--- config.mk ---
export PLATFORM = sky130hd
export DESIGN_NAME = train_sequencer_flat
export DESIGN_NICKNAME = d
export VERILOG_FILES = /design/src/rtl/train_sequencer_if.sv /design/src/rtl/train_sequencer.sv /design/src/flat_wrapper.sv
export SDC_FILE = /design/constraint.sdc
export NUM_CORES = 1
export LEC_CHECK = 0
export ABC_CLOCK_PERIOD_IN_PS = 2700
export BUFFER_PORTS_ARGS = -buffer_cell sky130_fd_sc_hd__buf_4
export CORE_MARGIN = 4
export CORE_UTILIZATION = 49
export CTS_CLUSTER_SIZE = 28
export DETAILED_ROUTE_END_ITERATION = 7
export GPL_ROUTABILITY_DRIVEN = 0
export PLACE_DENSITY = 0.73
export REMOVE_ABC_BUFFERS = 1
export SLEW_MARGIN = 15
export SYNTH_ARGS = -nofsm -noshare
export SYNTH_HDL_FRONTEND = slang
export SYNTH_SLANG_ARGS = --single-unit
--- constraint.sdc ---
create_clock -name clk -period 2.7 [get_ports clk]
set_clock_uncertainty 0.2 [all_clocks]
set_input_delay 0.54 -clock clk [delete_from_list [all_inputs] [get_ports clk]]
set_output_delay 0.54 -clock clk [all_outputs]
set_load 0.02 [all_outputs]
--- src/rtl/train_sequencer_if.sv ---
// train_sequencer_if: forward/backward layer-number channels with their completion pulses
interface train_sequencer_if #(parameter int LAYER_ADDR_WIDTH = 2);
   logic [LAYER_ADDR_WIDTH-1:0] fw_layer_number;
   logic fw_layer_number_valid;
   logic fw_layer_number_ready;
   logic fw_done;
   logic [LAYER_ADDR_WIDTH-1:0] bw_layer_number;
   logic bw_layer_number_valid;
   logic bw_layer_number_ready;
   logic bw_done;
   modport master (
      output fw_layer_number, fw_layer_number_valid, bw_layer_number, bw_layer_number_valid,
      input  fw_layer_number_ready, fw_done, bw_layer_number_ready, bw_done
   );
   modport slave (
      input  fw_layer_number, fw_layer_number_valid, bw_layer_number, bw_layer_number_valid,
      output fw_layer_number_ready, fw_done, bw_layer_number_ready, bw_done
   );
endinterface

--- src/rtl/train_sequencer.sv ---
// train_sequencer: issues forward then backward layer numbers per sample over all epochs
module train_sequencer #(
   parameter int LAYER_ADDR_WIDTH = 2,
   parameter int LAYER_MAX = 2,
   parameter int SAMPLE_WIDTH = 10,
   parameter int EPOCH_WIDTH = 8,
   parameter int TIMEOUT_WIDTH = 16,
   parameter int TIMEOUT_CYCLES = 1024
) (
   input  logic clk,
   input  logic rst,
   input  logic start,
   input  logic [SAMPLE_WIDTH-1:0] num_samples,
   input  logic [EPOCH_WIDTH-1:0] num_epochs,
   train_sequencer_if.master lyr,
   output logic busy,
   output logic done,
   output logic error,
   output logic [SAMPLE_WIDTH-1:0] sample_index,
   output logic [EPOCH_WIDTH-1:0] epoch_index
);
   typedef enum logic [2:0] {IDLE, FW_ISSUE, FW_WAIT, BW_ISSUE, BW_WAIT, ADVANCE} state_t;
   localparam logic [LAYER_ADDR_WIDTH-1:0] L_LAST = LAYER_ADDR_WIDTH'(LAYER_MAX);
   localparam logic [LAYER_ADDR_WIDTH-1:0] L_BW = LAYER_ADDR_WIDTH'(LAYER_MAX - 1);
   localparam logic [TIMEOUT_WIDTH-1:0] WD_LAST = TIMEOUT_WIDTH'(TIMEOUT_CYCLES - 1);
   state_t state, state_n;
   logic [LAYER_ADDR_WIDTH-1:0] layer, layer_n;
   logic [SAMPLE_WIDTH-1:0] samples, samples_n, sample_n;
   logic [EPOCH_WIDTH-1:0] epochs, epochs_n, epoch_n;
   logic [TIMEOUT_WIDTH-1:0] wd, wd_n;
   logic error_n, zero_done, zero_done_n, last_sample, last_epoch, finish, timeout;
   assign last_sample = sample_index + SAMPLE_WIDTH'(1) == samples;
   assign last_epoch = epoch_index + EPOCH_WIDTH'(1) == epochs;
   assign finish = state == ADVANCE && last_sample && last_epoch;
   assign timeout = TIMEOUT_CYCLES != 0 && wd == WD_LAST;
   assign lyr.fw_layer_number_valid = state == FW_ISSUE;
   assign lyr.bw_layer_number_valid = state == BW_ISSUE;
   assign lyr.fw_layer_number = state == FW_ISSUE ? layer : '0;
   assign lyr.bw_layer_number = state == BW_ISSUE ? layer : '0;
   assign busy = state != IDLE && !finish;
   assign done = zero_done || finish;
   always_comb begin
      state_n = state;
      layer_n = layer;
      samples_n = samples;
      epochs_n = epochs;
      sample_n = sample_index;
      epoch_n = epoch_index;
      wd_n = wd;
      error_n = error;
      zero_done_n = 1'b0;
      case (state)
         IDLE: if (start) begin
            samples_n = num_samples;
            epochs_n = num_epochs;
            error_n = 1'b0;
            layer_n = '0;
            sample_n = '0;
            epoch_n = '0;
            zero_done_n = num_samples == '0 || num_epochs == '0;
            state_n = zero_done_n ? IDLE : FW_ISSUE;
         end
         FW_ISSUE: if (lyr.fw_layer_number_ready) begin
            wd_n = '0;
            state_n = FW_WAIT;
         end
         FW_WAIT: if (lyr.fw_done) begin
            layer_n = layer == L_LAST ? L_BW : layer + LAYER_ADDR_WIDTH'(1);
            state_n = layer == L_LAST ? BW_ISSUE : FW_ISSUE;
         end else if (timeout) begin
            error_n = 1'b1;
            state_n = IDLE;
         end else wd_n = wd + TIMEOUT_WIDTH'(1);
         BW_ISSUE: if (lyr.bw_layer_number_ready) begin
            wd_n = '0;
            state_n = BW_WAIT;
         end
         BW_WAIT: if (lyr.bw_done) begin
            layer_n = layer == '0 ? layer : layer - LAYER_ADDR_WIDTH'(1);
            state_n = layer == '0 ? ADVANCE : BW_ISSUE;
         end else if (timeout) begin
            error_n = 1'b1;
            state_n = IDLE;
         end else wd_n = wd + TIMEOUT_WIDTH'(1);
         ADVANCE: if (finish) state_n = IDLE;
         else begin
            // indices stay put on the final sample so they report where training ended
            sample_n = last_sample ? '0 : sample_index + SAMPLE_WIDTH'(1);
            epoch_n = last_sample ? epoch_index + EPOCH_WIDTH'(1) : epoch_index;
            layer_n = '0;
            state_n = FW_ISSUE;
         end
         default: state_n = IDLE;
      endcase
   end
   always_ff @(posedge clk or negedge rst) begin
      if (!rst) begin
         state <= IDLE;
         layer <= '0;
         samples <= '0;
         epochs <= '0;
         sample_index <= '0;
         epoch_index <= '0;
         wd <= '0;
         error <= 1'b0;
         zero_done <= 1'b0;
      end else begin
         state <= state_n;
         layer <= layer_n;
         samples <= samples_n;
         epochs <= epochs_n;
         sample_index <= sample_n;
         epoch_index <= epoch_n;
         wd <= wd_n;
         error <= error_n;
         zero_done <= zero_done_n;
      end
   end
endmodule

--- src/flat_wrapper.sv ---
// flat-port wrapper written by rule: the top's interface ports become plain ports
module train_sequencer_flat 
#(
   parameter int LAYER_ADDR_WIDTH = 2,
   parameter int LAYER_MAX = 2,
   parameter int SAMPLE_WIDTH = 10,
   parameter int EPOCH_WIDTH = 8,
   parameter int TIMEOUT_WIDTH = 16,
   parameter int TIMEOUT_CYCLES = 1024
)
  (clk, rst, start, num_samples, num_epochs, busy, done, error, sample_index, epoch_index, lyr_fw_layer_number, lyr_fw_layer_number_valid, lyr_bw_layer_number, lyr_bw_layer_number_valid, lyr_fw_layer_number_ready, lyr_fw_done, lyr_bw_layer_number_ready, lyr_bw_done);
  train_sequencer_if #(.LAYER_ADDR_WIDTH(LAYER_ADDR_WIDTH)) lyr_i ();
  input  logic clk;
  input  logic rst;
  input  logic start;
  input  logic [SAMPLE_WIDTH-1:0] num_samples;
  input  logic [EPOCH_WIDTH-1:0] num_epochs;
  output logic busy;
  output logic done;
  output logic error;
  output logic [SAMPLE_WIDTH-1:0] sample_index;
  output logic [EPOCH_WIDTH-1:0] epoch_index;
  output wire logic [$bits(lyr_i.fw_layer_number)-1:0] lyr_fw_layer_number;
  output wire logic [$bits(lyr_i.fw_layer_number_valid)-1:0] lyr_fw_layer_number_valid;
  output wire logic [$bits(lyr_i.bw_layer_number)-1:0] lyr_bw_layer_number;
  output wire logic [$bits(lyr_i.bw_layer_number_valid)-1:0] lyr_bw_layer_number_valid;
  input wire logic [$bits(lyr_i.fw_layer_number_ready)-1:0] lyr_fw_layer_number_ready;
  input wire logic [$bits(lyr_i.fw_done)-1:0] lyr_fw_done;
  input wire logic [$bits(lyr_i.bw_layer_number_ready)-1:0] lyr_bw_layer_number_ready;
  input wire logic [$bits(lyr_i.bw_done)-1:0] lyr_bw_done;
  assign lyr_fw_layer_number = lyr_i.fw_layer_number;
  assign lyr_fw_layer_number_valid = lyr_i.fw_layer_number_valid;
  assign lyr_bw_layer_number = lyr_i.bw_layer_number;
  assign lyr_bw_layer_number_valid = lyr_i.bw_layer_number_valid;
  assign lyr_i.fw_layer_number_ready = lyr_fw_layer_number_ready;
  assign lyr_i.fw_done = lyr_fw_done;
  assign lyr_i.bw_layer_number_ready = lyr_bw_layer_number_ready;
  assign lyr_i.bw_done = lyr_bw_done;
  train_sequencer #(.LAYER_ADDR_WIDTH(LAYER_ADDR_WIDTH), .LAYER_MAX(LAYER_MAX), .SAMPLE_WIDTH(SAMPLE_WIDTH), .EPOCH_WIDTH(EPOCH_WIDTH), .TIMEOUT_WIDTH(TIMEOUT_WIDTH), .TIMEOUT_CYCLES(TIMEOUT_CYCLES)) u_core (.clk(clk), .rst(rst), .start(start), .num_samples(num_samples), .num_epochs(num_epochs), .lyr(lyr_i), .busy(busy), .done(done), .error(error), .sample_index(sample_index), .epoch_index(epoch_index));
endmodule
==> results.toml, run 1 <==
[worst_setup_path]
critical_path.max_stage_delay_ps = 400
critical_path_class = "reg -> out"
path_max_fanout = 4
slowest_stage = "dfrtp_1"
crit_buf_inv = 3
path_delay_family = "compound AO/OA/AOI/OAI gates"
critPathLaunchType = "flip-flop"
worstPathRequired_ps = 1960
cp.arrival_ps = 2380
crit_top_cell = "buf_6"
worstPathCellList = "ha_4 -> buf_6 -> nand4b_1 -> a211oi_2 -> o311ai_2 -> buf_4 -> a211oi_4 -> nand4_2 -> nand2b_1 -> buf_6"
cp-end-kind = "primary output"

[route]
drt_iter0_markers = 216
wl_per_cell_um = 16.1
viasPerCell = 5.74
vias = 3263
drt-pass1-iter-count = 5
routed_wl_mm = 9.17
drtAntennaViolNets = 0
drc = 0

[pwr]
combPwrFrac_pct = 42.4
p_sw_uw = 1330
p_leak_uw = 0.00212
p_seq_share_pct = 34.5
ir_worst_vdd_v = 0.000429
power.internal_uw = 2260
power_density_nw_per_um2 = 771
clkPwrFrac_pct = 23.1
switching_share_pct = 36.9

[die]
io_pins = 52
dieArea_um2 = 8920
start_util_pct = 50.5
core_area_um2 = 7250
rows = 31
die_h_um = 94.5
die-width_um = 94.5

[status]
violations = "setup timing"
status = "finished with violations"

[timing]
period_needed_ps = 3120
drv_slew = 0
tightest_slew_ps = 825
worst_slack_ps = -423
max_slew_margin_pct = 44.4
setup_violations = 5
fin_crit_sh_pct = 116
rsz0062_at_grt = "true"
clock.fmax_mhz = 320
hold_viol = 0

[synth]
synth_commonest_cells = "dfrtp_1 (59), nor2_1 (37), nand2_1 (31), xnor2_1 (19), mux2_2 (18)"
syn_area_um2 = 3660
yosysTopAreaCell = "dfrtp_1"
async_flop_share_pct = 100
seq_area_frac_synth_pct = 40.3
synth_edf_count = 0
synth_ff_type = "dfrtp_1"
syn_inst = 382
synth_cell_types = 64
yosys_warnings = 0
ys_top_cells_by_area = "dfrtp_1 (40%), mux2_2 (5.5%), xnor2_1 (4.5%)"
synth_top_area_share_pct = 40.3
avgSynthCellArea_um2 = 9.59
synthMostInstantiatedCell = "dfrtp_1"
ys_ff_latch = 59

[clocking]
clk_path_buf_depth = 2
cts-htree-levels = 3
cts_buffers = 9
cts_tree = "yes"
clkTransAtPathRegs_ps = 70
cts_sinks = 59
cts_root_buf = "clkbuf_8"
worstSkewPairLatency_ps = 340

[grt]
grt_pass1_vias = 3139
grt.overflow.total = 0
track_usage_pct = 21.6
grt_max_degree = 60
antenna_found_initial = 0
grt_pass1_wl_mm = 15.1

[finish]
post_route_cells_drive_above_1_share_pct = 33.7
nNetsFinal = 497
antenna_cells = 0
areaGrowthSynthToFinish_pct = 27.0
finalNonFillerCells = 568

[placed_design]
numPortBuffers = 51
place_ws_ps = -44.9
hpwl_mm = 6.51
placed_cells = 549

[worst_hold_path]
min_path_type = "in -> async"

[run]
max_cap_viol_count = 0
==> power by group through the flow <==
stage | combinational (uW) | sequential, uW | clock, uW
after floorplan | 984 | 1240 | 0
after global placement | 1420 | 1230 | 0
after detailed placement | 1450 | 1240 | 0
after CTS | 1510 | 1230 | 838
after global routing | 1660 | 1260 | 883
final | 1520 | 1240 | 829
==> worst paths after layout <==
path                            cells after the start                    from  slack, ps                     end
worst max-delay path                               10  u_core.sample_index[1]       -420                    done
worst min-delay path                                1                     rst         60   u_core.epoch_index[7]
worst max register to register                     12  u_core.sample_index[1]        -20  u_core.sample_index[2]
worst min register to register                      2            u_core.error        320            u_core.error
max in group asynchronous                           1                     rst       1720  u_core.sample_index[4]
min in group clk                                    2          num_samples[0]        240       u_core.samples[0]
==> layout make-up <==
cell class              count  area, um^2
well taps                  99         124
fillers                   577        2600
flip-flops and latches     59        1480
repair buffers             91         702
inverters                  10        37.5
clock inverters             2        35.0
clock buffers              12         165
multi-input cells         295        2110
==> layer usage <==
layer,share of wire [%],up-vias,global-route usage [%]
met4,3.1,0,10.3
met2,48,112,35.2
met3,5.3,25,3.51
met5,0,-,0
li1,-,1544,-
met1,44,1582,28.1
==> timing repair <==
action	in CTS	in global routing
setup buffers	5	4
pin swaps	12	7
endpoints found under the setup margin	2	15
cloned	0	0
gates resized for setup	15	7
hold buffers	0	0
==> cells by family after synthesis <==
| family | count (synthesis) | share of synthesized area (%) |
|---|---|---|
| AO/OA/AOI/OAI | 83 | 16.4 |
| AND/OR/NAND/NOR | 152 | 22.0 |
| adder cells (fa/ha/maj) | 6 | 2.05 |
| XOR/XNOR | 29 | 7.45 |
| buffers and inverters | 28 | 4.06 |
| multiplexers | 25 | 7.72 |
| flip-flops | 59 | 40.3 |
==> registers in the layout, summed over array words and instances, names as in the netlist <==
name                 count
u_core.epochs            8
u_core.layer             2
u_core.epoch_index       8
u_core.state             3
u_core.error             1
u_core.samples          10
u_core.sample_index     10
u_core.wd               16
u_core.zero_done         1
==> metrics by stage <==
step / total power, uW / util, % / instance area, um^2 / setup TNS [ps] / hold slack [ps]
2_1_floorplan: 2220 / - / 3550 / -1240 / 44.4
3_3_place_gp: 2640 / 59.6 / 4320 / -3.71 / 305
3_5_place_dp: 2700 / 59.6 / 4320 / -86.1 / 313
4_1_cts: 3580 / 63.9 / 4640 / -2330 / 88.1
5_1_grt: 3810 / 64.2 / 4650 / -1730 / 122
6_report: 3590 / 64.2 / 4650 / -825 / 61.4
==> layout by cell type, fill, tap and decap left out, types with 5 or more instances in the layout <==
master	instances
o31ai_1	5
nor3_1	10
clkbuf_8	12
nand3_1	15
nor2_1	37
xnor2_1	19
buf_6	5
o21ai_0	13
dfrtp_1	58
ha_1	5
xor2_1	9
buf_4	86
inv_1	10
nand2b_1	8
o22ai_1	5
nand2_1	31
nor4_1	9
or3_1	6
a21o_1	11
a21oi_1	11
nor2b_1	6
mux2_2	18
No activity file was read; power rests on OpenSTA's default activity.
==> inputs of run 2 (changes only) <==
--- a/config.mk
+++ b/config.mk
@@ -12,6 +12,7 @@
 export CTS_CLUSTER_SIZE = 28
 export DETAILED_ROUTE_END_ITERATION = 7
 export GPL_ROUTABILITY_DRIVEN = 0
+export MAX_ROUTING_LAYER = met4
 export PLACE_DENSITY = 0.73
 export REMOVE_ABC_BUFFERS = 1
 export SLEW_MARGIN = 15
==> results.toml, run 2 (synthesis gave the netlist of run 1 again) <==
[pwr]
power_density_nw_per_um2 = 769
ir_worst_vdd_v = 0.000428
p_leak_uw = 0.00212

[clocking]
cts-htree-levels = 3
clkTransAtPathRegs_ps = 60
cts_root_buf = "clkbuf_8"
worstSkewPairLatency_ps = 340
cts_sinks = 59
cts_tree = "yes"
clk_path_buf_depth = 2
cts_buffers = 9

[grt]
track_usage_pct = 22.2
antenna_found_initial = 0
grt_pass1_vias = 3138
grt_max_degree = 60
grt.overflow.total = 0
grt_pass1_wl_mm = 15.1

[die]
dieArea_um2 = 8920
io_pins = 52
die-width_um = 94.5
start_util_pct = 50.5
die_h_um = 94.5
rows = 31
core_area_um2 = 7250

[route]
routed_wl_mm = 9.13
vias = 3254
wl_per_cell_um = 16.1
drt-pass1-iter-count = 5
drt_iter0_markers = 224
viasPerCell = 5.73
drc = 0
drtAntennaViolNets = 0

[finish]
post_route_cells_drive_above_1_share_pct = 33.7
largest_register_ffs = 16
reg_top3 = "u_core.wd (16), u_core.sample_index (10), u_core.samples (10)"
nNetsFinal = 497
layout_commonest_cell = "buf_4"
top_register = "u_core.wd"
areaGrowthSynthToFinish_pct = 27.0
final_cell_mix = "buf_4 (86), dfrtp_1 (58), nor2_1 (37)"
antenna_cells = 0
finalCoreUtilization_pct = 64.2

[status]
status = "finished with violations"
violations = "setup timing"

[timing]
tightest_slew_ps = 820
clock.fmax_mhz = 320
tns_ps = -863
drv_slew = 0
worst_slack_ps = -428
max_slew_margin_pct = 44.8
hold_viol = 0
fin_crit_sh_pct = 116
setup_violations = 5
rsz0062_at_grt = "true"
period_needed_ps = 3130

[worst_setup_path]
path_max_fanout = 4
worstPathRequired_ps = 1960
critPathLaunchType = "flip-flop"
critical_path_class = "reg -> out"
cp-end-kind = "primary output"
crit_top_cell = "buf_6"
cp.arrival_ps = 2390
worstPathCellList = "ha_4 -> buf_6 -> nand4b_1 -> a211oi_2 -> o311ai_2 -> buf_4 -> a211oi_4 -> nand4_2 -> nand2b_1 -> buf_6"
slowest_stage = "dfrtp_1"
critical_path.max_stage_delay_ps = 400

[worst_hold_path]
min_path_type = "in -> async"

[placed_design]
numPortBuffers = 51
hpwl_mm = 6.51

[run]
max_cap_viol_count = 0
[run 2: final cells by class]
cell class	instances	area [um^2]
multi-input cells	295	2110
fillers	577	2600
repair buffers	91	702
well taps	99	124
clock inverters	2	35.0
inverters	10	37.5
clock buffers	12	165
flip-flops and latches	59	1480
[run 2: report_power, final]
part / total, uW / switching (uW) / internal (uW)
Clock: 826 / 336 / 490
Sequential: 1240 / 164 / 1070
Combinational: 1520 / 818 / 699
[run 2: repair_timing]
action                     in CTS  in global routing
pin swaps                      12                  7
hold buffers                    0                  0
gates resized for setup        15                  7
buffers inserted                5                  4
setup endpoints to repair       2                 15
[run 2: through the flow]
| step | setup WS (ps) | area, um^2 | hold slack [ps] | power [uW] | instances |
|---|---|---|---|---|---|
| final | -428 | 4650 | 62.4 | 3580 | 568 |
| after global routing | -523 | 4650 | 122 | 3810 | 568 |
| after CTS | -358 | 4640 | 88.1 | 3580 | 568 |
| after detailed placement | -44.9 | 4320 | 313 | 2700 | 549 |
| after global placement | -3.71 | 4320 | 305 | 2640 | 549 |
| after floorplan | -417 | 3550 | 44.4 | 2220 | 364 |
[run 2: worst paths after layout]
| path | from | end | slack, ps | cells past startpoint |
|---|---|---|---|---|
| worst min register to register | u_core.error | u_core.error | 320 | 2 |
| min in group clk | num_samples[0] | u_core.samples[0] | 240 | 2 |
| worst min-delay path | rst | u_core.epoch_index[7] | 60 | 1 |
| worst max-delay path | u_core.sample_index[1] | done | -430 | 10 |
| worst max register to register | u_core.sample_index[1] | u_core.sample_index[7] | -30 | 12 |
| max in group asynchronous | rst | u_core.sample_index[4] | 1710 | 1 |
[run 2: critical path: cells and delay by family (launching register included)]
family,cells,cell delay [ps]
AOI/OAI and AO/OA,3,650
and+or+nand+nor,3,430
buffers and inverters,3,420
DFF,1,400
adders and majority gates,1,160
[run 2: layer usage]
metal | track usage (%) | routed length (um)
met1 | 28.2 | 4040
met3 | 3.43 | 430
met4 | 10.3 | 303
met2 | 35.1 | 4350
met5 | - | 0
==> inputs of run 3 (changes only) <==
--- a/config.mk
+++ b/config.mk
@@ -13,7 +13,7 @@
 export DETAILED_ROUTE_END_ITERATION = 7
 export GPL_ROUTABILITY_DRIVEN = 0
 export MAX_ROUTING_LAYER = met4
-export PLACE_DENSITY = 0.73
+export PLACE_DENSITY_LB_ADDON = 0.3
 export REMOVE_ABC_BUFFERS = 1
 export SLEW_MARGIN = 15
 export SYNTH_ARGS = -nofsm -noshare
==> results.toml, run 3 (synthesis gave the netlist of run 1 again) <==
[finish]
finalNonFillerCells = 575
areaGrowthSynthToFinish_pct = 28.8
multi_input_area_um2 = 2150
final_cell_mix = "buf_4 (91), dfrtp_1 (56), nor2_1 (36)"
reg_top3 = "u_core.wd (16), u_core.sample_index (10), u_core.samples (10)"
nNetsFinal = 503
top_register = "u_core.wd"
antenna_cells = 0
seqCellArea_um2 = 1480
largest_register_ffs = 16
post_route_cells_drive_above_1_share_pct = 35.7
fill_cells = 586
layout_commonest_cell = "buf_4"

[clocking]
worstSkewPairLatency_ps = 330
cts_sinks = 59
cts-htree-levels = 3
cts_tree = "yes"
cts_root_buf = "clkbuf_8"
cts_buffers = 9
clk_path_buf_depth = 2
clkTransAtPathRegs_ps = 70
hold_buffers = 0

[status]
violations = "setup timing"
status = "finished with violations"

[die]
start_util_pct = 50.5
die_h_um = 94.5
dieArea_um2 = 8920
die-width_um = 94.5
io_pins = 52
rows = 31
core_area_um2 = 7250

[grt]
grt_pass1_wl_mm = 15.4
track_usage_pct = 22.7
grt_pass1_vias = 3217
grt_max_degree = 60
grt.overflow.total = 0
antenna_found_initial = 0

[route]
viasPerCell = 5.62
wl_per_cell_um = 15.9
drt_iter0_markers = 187
drt-pass1-iter-count = 5
routed_wl_mm = 9.12
drc = 0
vias = 3230
drtAntennaViolNets = 0

[pwr]
power_density_nw_per_um2 = 755
p_seq_share_pct = 34.3
switching_share_pct = 37.7
power.internal_uw = 2220
clkPwrFrac_pct = 20.8
total_power_uw = 3560
p_sw_uw = 1340
combPwrFrac_pct = 44.9
ir_worst_vdd_v = 0.000513
p_leak_uw = 0.00215

[worst_setup_path]
critPathLaunchType = "flip-flop"
critical_path_class = "reg -> out"
worstPathRequired_ps = 1960
cp.arrival_ps = 2330
path_max_fanout = 3
cp-end-kind = "primary output"

[placed_design]
hpwl_mm = 6.49
placed_cells = 552
numPortBuffers = 51

[timing]
setup_violations = 3
max_slew_margin_pct = 49.1
hold_viol = 0
fin_crit_sh_pct = 114
worst_slack_ps = -365
rsz0062_at_grt = "true"
tightest_slew_ps = 764
drv_slew = 0
period_needed_ps = 3070
clock.fmax_mhz = 326

[worst_hold_path]
min_path_type = "in -> async"

[run]
max_cap_viol_count = 0
[run 3: changes by cell type in the layout (fill, tap and decap cells not counted), sizes merged]
cell / delta
bufinv: -1
clkbuf: +1
buf: +6
clkinv: +1
[run 3: worst max-delay path: stages (launching register included)]
cell and delay [ps]:
dfrtp_1 410, ha_4 170, and4_4 210, mux2_4 290, mux2_4 290, a211oi_4 190
nand4_2 140, nand2b_1 150, buf_6 130
[run 3: timing repair]
item                                    4_1_cts  5_1_grt
endpoints found under the setup margin        2       23
gates resized for setup                      12       16
pin swaps                                     8       10
buffers inserted                              5        3
[run 3: routing by layer]
layer	vias up	track usage, %	part of all wire, %
met1	1559	29.3	44
met2	100	36.3	49
met5	-	-	0
met4	0	8.53	1.9
met3	15	3.43	4.6
li1	1556	-	-
[run 3: metrics by stage]
stage / util [%] / hold slack, ps / TNS [ps] / setup WS [ps] / area (um^2)
after floorplan: - / 44.4 / -1240 / -417 / 3550
after global placement: 59.9 / 304 / 0 / 1.26 / 4340
after detailed placement: 59.9 / 314 / -63.6 / -33.7 / 4340
after CTS: 63.6 / 94.5 / -659 / -333 / 4620
after global routing: 65.1 / 128 / -1630 / -484 / 4720
final: 65.1 / 62.2 / -738 / -365 / 4720
[run 3: final timing paths]
| kind | cells past startpoint | endpoint | start | slack [ps] |
|---|---|---|---|---|
| hold / removal | 1 | u_core.epochs[7] | rst | 60 |
| min in group clk | 2 | u_core.state[1] | lyr_bw_layer_number_ready | 240 |
| hold reg to reg | 2 | u_core.error | u_core.error | 320 |
| setup reg to reg | 10 | u_core.state[0] | u_core.sample_index[1] | -20 |
| max in group asynchronous | 1 | u_core.sample_index[2] | rst | 1670 |
| setup / recovery | 8 | done | u_core.sample_index[1] | -370 |
[run 3: layout make-up]
class / instances / area share [%]
multi-input combinational: 295 / 45.5
sequential: 59 / 31.4
timing repair buffer: 97 / 15.9
clock buffer: 13 / 3.58
tap: 99 / 2.63
clock inverter: 2 / 0.212
inverter: 10 / 0.796
[run 3: power by group through the flow]
stage / clock network, uW / registers [uW] / logic, uW
after CTS: 754 / 1220 / 1540
after global placement: 0 / 1220 / 1450
final: 742 / 1220 / 1600
after global routing: 802 / 1250 / 1750
after detailed placement: 0 / 1230 / 1490
after floorplan: 0 / 1240 / 984
